## src/rtl/div_pkg.sv

```systemverilog
// Shared definitions for the iterative divider.
//   divState_e    : FSM state encoding
//   DIV_WIDTH     : default operand width
//   COUNT_W       : width of the step counter (indexes 0..DIV_WIDTH-1)
//   DIV_BY_ZERO_Q : quotient returned when the divisor is zero
package div_pkg;

   localparam int DIV_WIDTH = 32;
   localparam int COUNT_W   = $clog2(DIV_WIDTH);

   localparam logic [DIV_WIDTH-1:0] DIV_BY_ZERO_Q = '1;

   typedef enum logic [1:0] {
      IDLE = 2'd0,
      BUSY = 2'd1,
      DONE = 2'd2
   } divState_e;

endpackage

```

## src/rtl/div_step.sv

```systemverilog
// One restoring-division iteration (purely combinational).
//   rem, quo  : partial remainder / quotient-dividend shift pair
//   divisor   : magnitude of the divisor
//   rem_next  : remainder after shift and trial subtract
//   quo_next  : quotient with the new bit shifted into the LSB
module div_step
   import div_pkg::*;
#(
   parameter int WIDTH = DIV_WIDTH
) (
   input  logic [WIDTH-1:0] rem,
   input  logic [WIDTH-1:0] quo,
   input  logic [WIDTH-1:0] divisor,
   output logic [WIDTH-1:0] rem_next,
   output logic [WIDTH-1:0] quo_next
);

   logic [WIDTH:0] remShift;
   logic [WIDTH:0] trial;

   // One extra bit keeps the shifted remainder exact; rem < divisor always
   // holds, so the restored or subtracted value fits back into WIDTH bits.
   assign remShift = {rem, quo[WIDTH-1]};
   assign trial    = remShift - {1'b0, divisor};

   always_comb begin
      if (trial[WIDTH]) begin
         rem_next = remShift[WIDTH-1:0];
         quo_next = {quo[WIDTH-2:0], 1'b0};
      end else begin
         rem_next = trial[WIDTH-1:0];
         quo_next = {quo[WIDTH-2:0], 1'b1};
      end
   end

endmodule

```

## src/rtl/div_iter.sv

```systemverilog
// Multi-cycle radix-2 restoring divider for the EX stage (DIV/DIVU).
//   clk, rst     : pipeline clock, synchronous active-high reset
//   start        : divide instruction sits in E (held while stalled)
//   signed_div   : 1 = two's complement DIV, 0 = DIVU
//   a, b         : dividend / divisor, sampled only in IDLE
//   annul        : cancel the in-flight division (highest priority)
//   stall_div    : stall request to the hazard unit
//   result       : {remainder, quotient} for the HI/LO write
//   result_valid : one-cycle qualifier for result
//
// state | meaning
// ------+-------------------------------------------------------------
// IDLE  | waiting for start; operands latched on the launch cycle
// BUSY  | one restoring step per cycle, WIDTH cycles
// DONE  | result_valid for one cycle, stall released, start ignored
module div_iter
   import div_pkg::*;
#(
   parameter int WIDTH = DIV_WIDTH
) (
   input  logic                 clk,
   input  logic                 rst,
   input  logic                 start,
   input  logic                 signed_div,
   input  logic [WIDTH-1:0]     a,
   input  logic [WIDTH-1:0]     b,
   input  logic                 annul,
   output logic                 stall_div,
   output logic [2*WIDTH-1:0]   result,
   output logic                 result_valid
);

   divState_e state, stateNext;

   logic [COUNT_W-1:0] count;
   logic [WIDTH-1:0]   remR, quoR, divisorR;
   logic [WIDTH-1:0]   remNext, quoNext;
   logic [WIDTH-1:0]   absA, absB;
   logic               negQ, negR;
   logic               launch, lastStep;

   assign absA     = (signed_div && a[WIDTH-1]) ? -a : a;
   assign absB     = (signed_div && b[WIDTH-1]) ? -b : b;
   assign lastStep = (count == COUNT_W'(WIDTH-1));

   div_step #(.WIDTH(WIDTH)) u_step (
      .rem      (remR),
      .quo      (quoR),
      .divisor  (divisorR),
      .rem_next (remNext),
      .quo_next (quoNext)
   );

   always_ff @(posedge clk) begin
      if (rst) state <= IDLE;
      else     state <= stateNext;
   end

   always_comb begin
      stateNext    = state;
      stall_div    = 1'b0;
      result_valid = 1'b0;
      launch       = 1'b0;
      if (annul) begin
         stateNext = IDLE;
      end else begin
         case (state)
            IDLE: begin
               if (start) begin
                  stall_div = 1'b1;
                  launch    = 1'b1;
                  stateNext = (b == '0) ? DONE : BUSY;
               end
            end
            BUSY: begin
               stall_div = 1'b1;
               if (lastStep) stateNext = DONE;
            end
            DONE: begin
               result_valid = 1'b1;
               stateNext    = IDLE;
            end
            default: stateNext = IDLE;
         endcase
      end
   end

   always_ff @(posedge clk) begin
      if (rst) begin
         count    <= '0;
         result   <= '0;
         remR     <= '0;
         quoR     <= '0;
         divisorR <= '0;
         negQ     <= 1'b0;
         negR     <= 1'b0;
      end else if (annul) begin
         count <= '0;
      end else begin
         case (state)
            IDLE: begin
               count <= '0;
               if (launch) begin
                  remR     <= '0;
                  quoR     <= absA;
                  divisorR <= absB;
                  negQ     <= signed_div & (a[WIDTH-1] ^ b[WIDTH-1]);
                  negR     <= signed_div & a[WIDTH-1];
                  // Divide by zero skips BUSY: remainder is the raw dividend.
                  if (b == '0) result <= {a, DIV_BY_ZERO_Q};
               end
            end
            BUSY: begin
               remR  <= remNext;
               quoR  <= quoNext;
               count <= count + 1'b1;
               // Sign fixup folded into the final step so result is ready in DONE.
               if (lastStep)
                  result <= {(negR ? -remNext : remNext), (negQ ? -quoNext : quoNext)};
            end
            default: count <= '0;
         endcase
      end
   end

endmodule
```

## config.mk

```make
export PLATFORM = sky130hd
export DESIGN_NAME = div_iter
export DESIGN_NICKNAME = d
export VERILOG_FILES = /design/src/rtl/div_pkg.sv /design/src/rtl/div_step.sv /design/src/rtl/div_iter.sv
export SDC_FILE = /design/constraint.sdc
export NUM_CORES = 1
export LEC_CHECK = 0
export CORE_ASPECT_RATIO = 0.5
export CORE_UTILIZATION = 61
export CTS_BUF_LIST = sky130_fd_sc_hd__clkbuf_2
export DETAILED_ROUTE_END_ITERATION = 12
export PLACE_DENSITY = 0.85
export SYNTH_ARGS = -nofsm -noshare
export SYNTH_HDL_FRONTEND = slang
export SYNTH_SLANG_ARGS = --single-unit
```

## constraint.sdc

```tcl
create_clock -name clk -period 8.36 [get_ports clk]
set_input_delay 0.836 -clock clk [delete_from_list [all_inputs] [get_ports clk]]
set_output_delay 0.836 -clock clk [all_outputs]
set_load 0.02 [all_outputs]
```

==> impl_metrics.toml, run 1 <==
[status]
status = "finished clean"

[power]
power.share.sequential_pct = 46.1
power_mw = 1.88
p_int_mw = 1.19
p_leak_nw = 4.95
netSwitchingFraction_pct = 36.5
power.switching_mw = 0.687
p_per_area_nw_per_um2 = 137
vdd_drop_max_uv = 118
p_comb_share_pct = 28.0
clkPwrFrac_pct = 25.9

[final_layout]
stdcell_area_sq_um = 13700
drive_gt1_share_pct = 5.93
nets = 1764
syn_to_final_growth_pct = 13.2
final_util_pct = 70.5

[grt]
grt_pass1_vias = 10781
grt.total_usage_pct = 34.7
globalRouteOverflowTotal = 0
antenna_found_initial = 1
grt_pass1_wl_mm = 56.6
grt_max_degree = 94

[clock_network]
clk_latency_ps = 860
cts_root_buf = "clkbuf_2"
ctsResizeCount = 0
cts_tree = "done"
clk_path_buf_depth = 2
post_cts_buffers = 0
cts_buffers = 17
path_clk_slew_ps = 310
ctsHoldBuffers = 0
htree_levels = 4
cts_sinks = 169

[synth]
synth_edf_count = 0
netlist_area_sq_um = 12100
synthTopCellsByCount = "nor2_1 (221), dfxtp_1 (169), nand2_1 (141), a21oi_1 (112), o21ai_0 (100)"
syn_nets = 1702
postSynthCellCount = 1594
yosys.cell_count.top_type = "nor2_1"
avgSynthCellArea_sq_um = 7.60
ys_ff_latch = 169
netlist.area_leader.share_pct = 27.9
yosysUniqueCellTypes = 96
yosys_most_used_dff = "dfxtp_1"
async_reset_ff_share_pct = 0
ys_warn_count = 0
ys_top_cells_by_area = "dfxtp_1 (28%), nor2_1 (6.8%), a211oi_1 (5.0%)"
ys_seq_area_share_pct = 27.9
yosysTopAreaCell = "dfxtp_1"

[setup_path]
cp_data_arrival_time_ps = 6700
cp_num_buf_inv = 4
crit_cells = 23
path_cells = "inv_1 > ha_1 > inv_1 > fa_1 > a21o_1 > nand4_2 > a211o_1 > a211oi_2 > o21a_1 > nor2_4 > inv_2 > buf_4 > nor2_1 > a21oi_1 > ha_1 > or3b_2 > nor2_1 > o2111ai_1 > o41ai_2 > nand3_1 > nor4_2 > mux2_1 > a211oi_1"
cp_slowest_stage_delay_ps = 520
crit_type = "reg -> reg"
slowest_stage = "or3b_2"
crit_family = "compound AO/OA/AOI/OAI gates"
crit_path_end_kind = "flip-flop"
start_kind = "flip-flop"
ff2ff_path_depth = 23
critPathRequiredTime_ps = 9170
cp_max_fo = 39

[timing]
fin_tns_setup_ps = 0
period_minus_slack_ps = 5900
max_freq_mhz = 170
rsz0062_at_grt = "false"
finalCritPeriodShare_pct = 70.5
setup_viol = 0
maxSlewHeadroom_pct = 32.0
timing_hold_violations_final = 0
tightest_slew_ps = 1020
maxSlewViolCount = 0
fin_skew_ps = 57.5

[drt]
drt_first_pass_iters = 7
postRouteAntennaNets = 0
routed_via_density = 6.37
remaining_drc_errors = 0
routed_wl_mm = 35.9
num_vias = 12338
wl_per_cell_um = 18.5
drt_iter0_drc = 1147

[floorplanning]
die_y_um = 102
initial_core_util_pct = 62.3
die_area_sq_um = 20500
core-area_sq_um = 19500
io_pins = 135
fp.dieW_um = 201
rows = 36

[placed_design]
portBuffers = 134
place_hpwl_mm = 26.7
finalWeightedCongestion = 0.943
placed_area_sq_um = 13400

[worst_hold_path]
hold_path.class = "reg -> reg"
holdPathStages = 2

[flow_run]
drv_cap = 0
-- stage by stage --
step / hold WS, ps / instances / worst slack, ps
floorplan: 418 / 1594 / 3340
global placement: 426 / 1902 / 2780
detailed placement: 459 / 1903 / 2620
CTS: 487 / 1935 / 2560
global route: 517 / 1938 / 2100
finish: 487 / 1938 / 2460
-- sequential cells by signal (all words and copies together), names as in the netlist --
signal / count
count: 5
divisorR: 32
negQ: 1
negR: 1
quoR: 32
remR: 32
result: 64
state: 2
-- worst reg2reg max path: cells and delay by family (launching register included) --
family                     cells  cell delay [ps]
AOI/OAI and AO/OA              8             2070
adders and majority gates      3              730
buffers and inverters          4              650
DFF                            1              430
muxes                          1              360
and+or+nand+nor                7             1650
-- power groups by stage --
| stage | clock, mW | combinational, mW | sequential (mW) |
|---|---|---|---|
| after CTS | 0.488 | 0.516 | 0.867 |
| after global routing | 0.521 | 0.572 | 0.873 |
| final | 0.487 | 0.526 | 0.868 |
| after detailed placement | 0 | 0.514 | 0.882 |
| after floorplan | 0 | 0.354 | 0.881 |
| after global placement | 0 | 0.504 | 0.880 |
-- logic make-up after synthesis --
logic type / Yosys count / share of synthesized area, %
xor+xnor: 125 / 9.04
fa+ha+maj: 39 / 4.09
simple gates: 594 / 23.6
flops: 169 / 27.9
compound gates: 479 / 27.1
mux: 33 / 2.88
buf+inv: 155 / 5.41
-- worst paths after layout --
path                                  start  slack [ps]          end
worst max-delay path               quoR[31]        2460   result[60]
worst min-delay path            divisorR[0]         490  divisorR[0]
worst max register to register     quoR[31]        2460   result[60]
worst min register to register  divisorR[0]         490  divisorR[0]
-- cell type report --
type	count	area [sq um]
clock inverter	14	165
timing repair buffer	146	1430
sequential	169	3380
antenna	3	7.51
clock buffer	18	90.1
inverter	52	195
multi-input combinational	1270	8110
tap	266	333
fill	1645	5750
-- cell usage in the layout (no fill, tap or decap), types with 6 or more instances in the layout --
cell type,synthesis,final
a211oi_1,81,81
a21o_1,12,12
a21oi_1,112,112
a311oi_1,34,34
a31oi_1,11,11
and2_1,12,12
and3_1,20,20
buf_4,3,13
clkbuf_2,0,18
clkdlybuf4s50_1,0,133
dfxtp_1,169,169
ha_1,38,38
inv_1,50,50
mux2i_1,27,27
nand2_1,141,141
nand2b_1,16,15
nand3_1,25,25
nand3b_1,6,6
nand4_1,10,10
nor2_1,221,221
nor2b_1,9,8
nor3_1,42,42
nor4_1,25,25
o211ai_1,10,10
o21a_1,11,11
o21ai_0,100,99
o22ai_1,8,8
o31ai_1,20,20
o41ai_1,10,10
or2_2,6,6
or3_1,21,21
or4_1,12,12
xnor2_1,64,64
xor2_1,61,61
-- per-layer routing --
metal | up-vias | global-route usage (%) | share of wire, %
met5 | - | 0 | 0
met1 | 5746 | 50.9 | 47
met2 | 571 | 51.9 | 42
met4 | 0 | 9.97 | 2.2
li1 | 5952 | - | -
met3 | 69 | 6.31 | 8.8
Power figures use the tool's default switching activity.
==> run 2: changes to the inputs <==
--- a/config.mk
+++ b/config.mk
@@ -6,10 +6,10 @@
 export NUM_CORES = 1
 export LEC_CHECK = 0
 export CORE_ASPECT_RATIO = 0.5
-export CORE_UTILIZATION = 61
+export CORE_UTILIZATION = 54
 export CTS_BUF_LIST = sky130_fd_sc_hd__clkbuf_2
 export DETAILED_ROUTE_END_ITERATION = 12
-export PLACE_DENSITY = 0.85
+export PLACE_DENSITY = 0.8
 export SYNTH_ARGS = -nofsm -noshare
 export SYNTH_HDL_FRONTEND = slang
 export SYNTH_SLANG_ARGS = --single-unit
==> constraint.sdc (replaced) <==
create_clock -name clk -period 4.7 [get_ports clk]
set_input_delay 0.47 -clock clk [delete_from_list [all_inputs] [get_ports clk]]
set_output_delay 0.47 -clock clk [all_outputs]
set_load 0.02 [all_outputs]
==> impl_metrics.toml, run 2 (synthesis gave the netlist of run 1 again) <==
[setup_path]
start_kind = "flip-flop"
cp_max_fo = 6
crit_type = "reg -> reg"
cp_data_arrival_time_ps = 5340
crit_path_end_kind = "flip-flop"
critPathRequiredTime_ps = 5450

[timing]
tightest_slew_ps = 1130
maxSlewViolCount = 0
fin_tns_setup_ps = 0
max_freq_mhz = 218
finalWorstSetupSlack_ps = 106
period_minus_slack_ps = 4590
timing.hold.ws_ps = 105
finalCritPeriodShare_pct = 97.8
maxSlewHeadroom_pct = 24.6
timing_hold_violations_final = 0
setup_viol = 0
fin_skew_ps = 47.8

[placed_design]
placed_cells = 1969
portBuffers = 134
place_hpwl_mm = 27.9
finalWeightedCongestion = 0.959
placed_area_sq_um = 13800
dp_slack_ps = 133

[clock_network]
cts_sinks = 169
cts_tree = "done"
clk_latency_ps = 810
cts_buffers = 17
clk_path_buf_depth = 2
htree_levels = 4
cts_root_buf = "clkbuf_2"
path_clk_slew_ps = 310

[final_layout]
largest_register_ffs = 64
syn_to_final_growth_pct = 16.8
stdcell_area_sq_um = 14200
final_cell_count_no_fill = 2004
nets = 1798
final_common_cell = "nor2_1"
final_util_pct = 64.9
final_cell_mix = "nor2_1 (220), dfxtp_1 (166), nand2_1 (141)"
regMostFlops = "result"
drive_gt1_share_pct = 8.63

[grt]
globalRouteOverflowTotal = 0
antenna_found_initial = 1
grt.total_usage_pct = 31.3
grt_max_degree = 97
grt_pass1_wl_mm = 57.1
grt_pass1_vias = 11020

[status]
status = "finished clean"

[power]
p_per_area_nw_per_um2 = 237
power.switching_mw = 1.25
power_mw = 3.36
netSwitchingFraction_pct = 37.2
p_leak_nw = 5.14
vdd_drop_max_uv = 162
p_int_mw = 2.11
clkPwrFrac_pct = 25.3
power.share.sequential_pct = 46.0
p_comb_share_pct = 28.6

[floorplanning]
die_area_sq_um = 23100
initial_core_util_pct = 55.5
die_y_um = 108
fp.dieW_um = 214
core-area_sq_um = 21800
rows = 38
io_pins = 135

[worst_hold_path]
hold_path.class = "in -> reg"

[drt]
routed_wl_mm = 36.5
postRouteAntennaNets = 0
drt_iter0_drc = 1224
num_vias = 12362
wl_per_cell_um = 18.2
remaining_drc_errors = 0
drt_first_pass_iters = 6
routed_via_density = 6.17

[flow_run]
drv_cap = 0
[run 2: cell count changes in the layout (fill, tap and decap cells not counted), sizes merged]
cell	change
buf	+34
clkinvlp	+3
diode	-2
bufinv	-1
clkbuf	-1
inv	-1
[run 2: per-layer routing]
metal / wire (um) / GRT usage (%) / up-vias
met1: 17200 / 44.5 / 5786
met3: 2950 / 6.16 / 45
met2: 15800 / 48.3 / 514
met4: 583 / 7.76 / 0
li1: - / - / 6017
met5: 0 / 0 / -
[run 2: what timing repair did]
action	in CTS	in global routing
setup endpoints to repair	0	5
gates resized for setup	0	10
hold buffers	0	0
buffers inserted	0	2
[run 2: area by class of cell]
cell class                      instances  area, sq um
Antenna cell                            1         2.50
Clock buffer                           17         85.1
Clock inverter                         15          186
Fill cell                            1944         7670
Inverter                               52          195
Multi-Input combinational cell       1270         8200
Sequential cell                       169         3390
Tap cell                              300          375
Timing Repair Buffer                  180         1720
[run 2: worst max-delay path, cell delays in order, from the launching register on]
cell and delay (ps):
dfxtp_1 410, inv_1 60, ha_1 350, a21oi_1 210, o21ai_0 140, a31o_1 230
a221o_1 390, o21a_1 250, nor2_4 180, mux2i_2 320, ha_2 250, or3b_4 410
buf_4 160, nor4_1 280, o22a_1 210, nand3_1 90, or4_1 470, o211ai_1 100
[run 2: path summary, 6_finish.rpt]
| path | from | to | slack, ps | depth (start not counted) |
|---|---|---|---|---|
| max | divisorR[21] | result[58] | 110 | 17 |
| min | rst | divisorR[31] | 100 | 2 |
| max reg2reg | divisorR[21] | result[58] | 110 | 17 |
| min reg2reg | count[0] | count[0] | 480 | 1 |
[run 2: power groups by stage]
stage / sequential, mW / clock (mW) / combinational (mW)
after floorplan: 1.57 / 0 / 0.634
after CTS: 1.54 / 0.866 / 0.934
after global routing: 1.55 / 0.929 / 1.05
final: 1.55 / 0.850 / 0.961
after global placement: 1.57 / 0 / 0.916
after detailed placement: 1.57 / 0 / 0.930
